<file path="src/rtl/mmul_sequencer.sv">
// Command sequencer for one N x N systolic matrix multiply: feeds A/B rows,
// waits out the array skew, then optionally drains C rows to memory.
//
//   state   | meaning
//   --------+--------------------------------------------------------------
//   S_IDLE  | waiting for a command; the only state with cmd_ready high
//   S_FEED  | issuing A/B row reads; each granted beat enters the array
//   S_FLUSH | fixed skew wait so the last partial sums settle; not stallable
//   S_DRAIN | writing C rows back; each wr_gnt completes one row
//   S_DONE  | single-cycle completion pulse
module mmul_sequencer #(
    parameter int DATA_WIDTH     = 8,
    parameter int SYS_ARRAY_SIZE = 2,
    parameter int ADDR_WIDTH     = 64,
    parameter int ROW_STRIDE     = SYS_ARRAY_SIZE * DATA_WIDTH / 8
) (
    input  logic                            clk,
    input  logic                            rst,
    input  logic                            cmd_valid,
    output logic                            cmd_ready,
    input  logic                            cmd_drain,
    input  logic [ADDR_WIDTH-1:0]           cmd_a_addr,
    input  logic [ADDR_WIDTH-1:0]           cmd_b_addr,
    input  logic [ADDR_WIDTH-1:0]           cmd_c_addr,
    output logic                            rd_req,
    input  logic                            rd_gnt,
    output logic [ADDR_WIDTH-1:0]           rd_a_addr,
    output logic [ADDR_WIDTH-1:0]           rd_b_addr,
    output logic                            feed_valid,
    output logic [$clog2(SYS_ARRAY_SIZE)-1:0] feed_idx,
    output logic                            feed_last,
    output logic                            compute_en,
    output logic                            drain_en,
    input  logic                            wr_gnt,
    output logic [$clog2(SYS_ARRAY_SIZE)-1:0] drain_idx,
    output logic [ADDR_WIDTH-1:0]           wr_c_addr,
    output logic                            busy,
    output logic                            done
);

    localparam int T_C       = SYS_ARRAY_SIZE;
    localparam int T_D       = 2 * SYS_ARRAY_SIZE;
    localparam int FLUSH_CYC = T_D - 1;
    localparam int CW        = $clog2(T_C);
    localparam int FW        = $clog2(T_D);

    localparam logic [CW-1:0] IDX_LAST   = CW'(T_C - 1);
    localparam logic [FW-1:0] FLUSH_LOAD = FW'(FLUSH_CYC - 1);

    typedef enum logic [2:0] {
        S_IDLE,
        S_FEED,
        S_FLUSH,
        S_DRAIN,
        S_DONE
    } state_t;

    state_t                  state, state_nxt;
    logic [CW-1:0]           idx, idx_nxt;
    logic [FW-1:0]           flush_cnt, flush_nxt;
    logic                    accept;
    logic                    drain_q;
    logic [ADDR_WIDTH-1:0]   a_base, b_base, c_base;
    logic [ADDR_WIDTH-1:0]   row_off;

    always_ff @(posedge clk or posedge rst) begin
        if (rst) begin
            state     <= S_IDLE;
            idx       <= '0;
            flush_cnt <= '0;
            drain_q   <= 1'b0;
            a_base    <= '0;
            b_base    <= '0;
            c_base    <= '0;
        end else begin
            state     <= state_nxt;
            idx       <= idx_nxt;
            flush_cnt <= flush_nxt;
            if (accept) begin
                drain_q <= cmd_drain;
                a_base  <= cmd_a_addr;
                b_base  <= cmd_b_addr;
                c_base  <= cmd_c_addr;
            end
        end
    end

    always_comb begin
        state_nxt = state;
        idx_nxt   = idx;
        flush_nxt = flush_cnt;
        accept    = 1'b0;
        case (state)
            S_IDLE: begin
                if (cmd_valid) begin
                    accept    = 1'b1;
                    idx_nxt   = '0;
                    state_nxt = S_FEED;
                end
            end
            S_FEED: begin
                if (rd_gnt) begin
                    if (idx == IDX_LAST) begin
                        idx_nxt   = '0;
                        flush_nxt = FLUSH_LOAD;
                        state_nxt = S_FLUSH;
                    end else begin
                        idx_nxt = idx + CW'(1);
                    end
                end
            end
            S_FLUSH: begin
                // Down-counter: loaded with FLUSH_CYC-1, exits on terminal count.
                if (flush_cnt == '0) begin
                    idx_nxt   = '0;
                    state_nxt = drain_q ? S_DRAIN : S_DONE;
                end else begin
                    flush_nxt = flush_cnt - FW'(1);
                end
            end
            S_DRAIN: begin
                if (wr_gnt) begin
                    if (idx == IDX_LAST) begin
                        idx_nxt   = '0;
                        state_nxt = S_DONE;
                    end else begin
                        idx_nxt = idx + CW'(1);
                    end
                end
            end
            S_DONE:  state_nxt = S_IDLE;
            default: state_nxt = S_IDLE;
        endcase
    end

    // Row offset wraps modulo 2^ADDR_WIDTH along with the base addition.
    assign row_off    = ADDR_WIDTH'(idx) * ADDR_WIDTH'(ROW_STRIDE);
    assign rd_a_addr  = a_base + row_off;
    assign rd_b_addr  = b_base + row_off;
    assign wr_c_addr  = c_base + row_off;

    assign cmd_ready  = (state == S_IDLE);
    assign rd_req     = (state == S_FEED);
    assign feed_valid = rd_req & rd_gnt;
    assign feed_last  = feed_valid & (idx == IDX_LAST);
    assign feed_idx   = (state == S_FEED) ? idx : '0;
    assign compute_en = (state == S_FEED) || (state == S_FLUSH);
    assign drain_en   = (state == S_DRAIN);
    assign drain_idx  = (state == S_DRAIN) ? idx : '0;
    assign busy       = (state != S_IDLE);
    assign done       = (state == S_DONE);

endmodule

</file>
<file path="config.mk">
export PLATFORM = sky130hd
export DESIGN_NAME = mmul_sequencer
export DESIGN_NICKNAME = d
export VERILOG_FILES = /design/src/rtl/mmul_sequencer.sv
export SDC_FILE = /design/constraint.sdc
export NUM_CORES = 1
export LEC_CHECK = 0
export ABC_AREA = 1
export CAP_MARGIN = 20
export CORE_MARGIN = 3
export CORE_UTILIZATION = 43
export DETAILED_ROUTE_END_ITERATION = 7
export HOLD_SLACK_MARGIN = 0.15
export PLACE_DENSITY = 0.82
export SLEW_MARGIN = 20
export SYNTH_ARGS = -nofsm -noshare
export SYNTH_HDL_FRONTEND = slang
export SYNTH_SLANG_ARGS = --single-unit
export TNS_END_PERCENT = 5
</file>
<file path="constraint.sdc">
create_clock -name clk -period 9 [get_ports clk]
set_input_delay 1.35 -clock clk [delete_from_list [all_inputs] [get_ports clk]]
set_output_delay 1.35 -clock clk [all_outputs]
set_load 0.01 [all_outputs]
</file>
Word-level counts from Yosys, hierarchy flattened
Cells that the tools add are included.

Bits of input ports: 198. Output and inout port bits: 202. Logic and storage cells: 56. Register bits: 199.

Bitwise gates (word level): 2. Add/sub/neg operators: 5. Reductions and logical operators: 9. Multiplexer cells: 22. Equality and inequality tests: 11.

Operators by type and width (count): $add 64x2->64 (3); $mux 3 (7); $pmux 3 s4 (1); $mux 1 (9); $ne 2x1->1 const B (4); $eq 3x2->1 const B (2); $mux 2 (3); $ne 2x2->1 const B (3); $reduce_and 6->1 (1); $reduce_and 5->1 (1); $pmux 1 s4 (1); $pmux 2 s2 (1); $reduce_and 4->1 (1); $reduce_bool 4->1 (1); $eq 3x1->1 const B (1); $eq 3x3->1 const B (1); $logic_not 3->1 (1); $reduce_bool 3->1 (1); $and 1x1->1 (2); $logic_not 2->1 (1); $reduce_bool 2->1 (1); $sub 2x1->2 const B (1); $add 1x1->1 const B (1); $logic_or 1x1->1 (1).

Logic depth before layout (Yosys ltp)
Word-level depth: 4. Gate-level depth with buffers: 11. Mapped depth without buffers: 11.

Worst setup path before layout
OpenSTA, ideal clock, no wires.

Path kind: input port to output port. From: input port rd_gnt. To: output port feed_last. Slack: 5.945 ns. Data required time: 7.650 ns. Buffers on the path: 0. Stages: 2. Data arrival time: 1.705 ns. Cell sequence: inv_1 > nor3_1.

Word-level cells in the longest chain between the ends: 2.

RTL lines: start: declaration (line 26) `input logic rd_gnt,`; $and 1x1->1 (line 144) `assign feed_valid = rd_req & rd_gnt;`; $and 1x1->1 (line 145) `assign feed_last = feed_valid & (idx == IDX_LAST);`; end: declaration (line 31) `output logic feed_last,`.

No other way between the ends.

Worst setup path in the final report
From: register idx. To: output port rd_b_addr[21].

Word-level cells in the longest chain between the ends: 1.

RTL lines: start: declaration (line 59) `logic [CW-1:0] idx, idx_nxt;`; start signal: assignment (line 77) `idx <= idx_nxt;`; $add 64x2->64 (line 139) `assign rd_b_addr = b_base + row_off;`; end: declaration (line 28) `output logic [ADDR_WIDTH-1:0] rd_b_addr,`.

No other way between the ends.

==> qor.yml <==
run_status:
  status: "finished, final reports clean"
setup_path:
  critPathLaunchType: "flip-flop"
  path_max_fanout: 8
  worst-setup-path-type: "flip-flop to primary output"
  path_cells: "ha_1 > ha_1 > nand2_1 > nor2_4 > nand2_2 > nor2_4 > nand2_1 > xor2_1 > clkdlybuf4s50_1"
  endpoint_kind: "primary output"
  critical_path_arrival_ns: 3.16
  cp_top_family: "simple AND/OR/NAND/NOR gates"
  crit_path_top_delay_cell: "clkdlybuf4s50_1"
  crit_buf_inv: 1
  r2r_slack_ns: 6.38
  critPathRequiredTime_ns: 7.65
  cp_slowest_stage_delay_ns: 0.59
logic_synthesis:
  synth-seq-cells: 199
  synth_top_family_by_area: "simple AND/OR/NAND/NOR gates"
  synth-compound-area-share_pct: 6.64
  netlist_area_um2: 13500
  synth_mux_area_share_pct: 6.52
  yosysSeqAreaShare_pct: 37.0
  yosys.area_share.simple_pct: 35.9
  avgSynthCellArea_um2: 6.80
  syn_nets: 2185
  yosysWarnings: 0
  ys_types: 25
  syn_inst: 1980
  synth_xor_area_share_pct: 6.05
  synth_adder_area_share_pct: 0.650
timing:
  fmax_mhz: 222
  finalCriticalPeriod_ns: 4.51
  slew_viol_final: 0
  worst_pin_slew_ns: 1.04
  fin_setup_tns_ns: 0
  slew_headroom_pct: 30.7
  timing.hold.ws_ns: 0.509
  rsz0062_at_grt: "false"
  hold_violations: 0
  period_share_pct: 50.2
  clock_skew_ns: 0.00952
  setup_viol: 0
power_and_ir_drop:
  peakVddDrop_mv: 0.351
  power_density_nw_per_um2: 336
  p_leak_nw: 8.10
route:
  wl_per_cell_um: 19.4
  vias: 14800
  ant_nets: 0
  avgViaCountPerCell: 5.32
  wl_um: 53700
  first_pass_iters: 6
  drcViolationCount: 0
  drt_iter0_markers: 1293
global_route:
  antenna_found_initial: 3
  grt_first_pass_wirelength_um: 81100
  grt_pass1_vias: 14500
  grt_max_degree: 191
  grt_overflow: 0
  grtUsageTotal_pct: 31.3
floorplanning:
  start_util_pct: 43.8
  die_h_um: 183
  io_pins: 400
  core-area_um2: 30700
  fp.dieW_um: 183
  die-area_um2: 33500
  rows: 64
worst_hold_path:
  hold_class: "flip-flop to flip-flop"
clock_network:
  post_cts_resized: 0
  root_buffer: "clkbuf_16"
  clkLatencyLatePin_ns: 0.46
  clock_sinks: 199
  postCtsSetupBuffers: 0
  cts_buffers: 17
  clk_pin_slew_ns: 0.08
  cts.hold.buffers_added: 0
  tritoncts: "done"
  clockBufferDepth: 2
  h-tree-depth: 4
placed_design:
  hpwl_um: 42900
  numPortBuffers: 399
  gp_congestion: 1.05
layout:
  post_route_cells_drive_above_1_share_pct: 5.98
  nNetsFinal: 2568
  area_growth_pct: 36.0
flow_run:
  max_cap_viol_count: 0
## worst paths after layout
kind	cells after the start	end	from
max	9	rd_b_addr[21]	idx
min	2	flush_cnt[0]	flush_cnt[0]
max reg2reg	6	c_base[23]	state[1]
min reg2reg	2	flush_cnt[0]	flush_cnt[0]
max in group asynchronous	3	a_base[17]	rst
min in group asynchronous	2	c_base[16]	rst
## state kept, by name, indices dropped and copies added (netlist names)
signal	count
a_base	64
b_base	64
c_base	64
state	3
flush_cnt	2
drain_q	1
idx	1
## cell families after synthesis
family	Yosys count
adder cells (fa/ha/maj)	7
AND/OR/NAND/NOR	1216
flip-flops	199
AO/OA/AOI/OAI	178
XOR/XNOR	93
buffers and inverters	209
multiplexers	78
## synthesized netlist by cell type
master      n  area share, %
buf_6      20            1.7
nand4_1    28            1.3
buf_2      13           0.48
buf_4       3           0.17
inv_1     171            4.8
nand3b_1    7           0.39
o21ai_0    44            1.6
inv_2       1          0.028
nor2_1    473             13
nor2_2     11           0.51
xnor2_1    36            2.3
o211ai_1    1          0.056
nand2_1   634             18
o21ai_1    14           0.52
nand3_1    43            1.6
ha_1        7           0.65
buf_8       1           0.11
mux2_2     78            6.5
nor2_4     10           0.84
dfrtp_1   199             37
a21oi_1   118            4.4
nand2_2     8           0.37
nor3_1      2          0.074
xor2_1     57            3.7
a31oi_1     1          0.046
## area by class of cell
type	count	area, um2
Multi-Input combinational cell	1572	7530
Clock inverter	13	194
Antenna cell	2	5.00
Fill cell	2860	12400
Clock buffer	19	443
Timing Repair Buffer	401	4020
Tap cell	396	495
Sequential cell	199	4980
Inverter	172	653
## cells in the final DEF, fill, tap and decap left out, drive strengths merged, types with 19 or more instances in the layout
master	Yosys	layout
nor2	494	494
nand4	28	28
xnor2	36	36
a21oi	118	118
inv	172	174
o21ai	58	58
nand3	43	43
clkbuf	0	19
clkdlybuf4s50	0	399
mux2	78	78
nand2	642	642
dfrtp	199	199
xor2	57	57
## worst register-to-register path, delay by kind of cell (launching register included)
family / cells / cell delay [ns]
buffers and inverters: 2 / 0.76
and+or+nand+nor: 3 / 0.71
muxes: 1 / 0.59
DFF: 1 / 0.45
## per-layer routing
| layer | vias up | global-route usage (%) | part of all wire, % |
|---|---|---|---|
| met1 | 7017 | 40.6 | 41 |
| met4 | 2 | 12.2 | 3.8 |
| met5 | - | 0 | 0.037 |
| met2 | 703 | 51.8 | 47 |
| li1 | 6939 | - | - |
| met3 | 106 | 6.39 | 8.1 |
## through the flow
stage	util, %	std cells	cell area, um2	power (mW)	worst slack [ns]
final	59.6	2774	18300	6.15	4.49
after global routing	59.6	2774	18300	6.54	4.23
after CTS	59.6	2772	18300	6.13	4.45
after detailed placement	57.5	2740	17700	5.24	4.95
after global placement	57.5	2740	17700	5.20	5.01
after floorplan	-	1980	13500	3.62	2.22
## power breakdown
group	internal, mW	switching [mW]	total [mW]
clock	0.477	0.386	0.863
sequential	1.33	0.570	1.90
combinational	1.56	1.82	3.38
No activity file was read; power rests on OpenSTA's default activity.
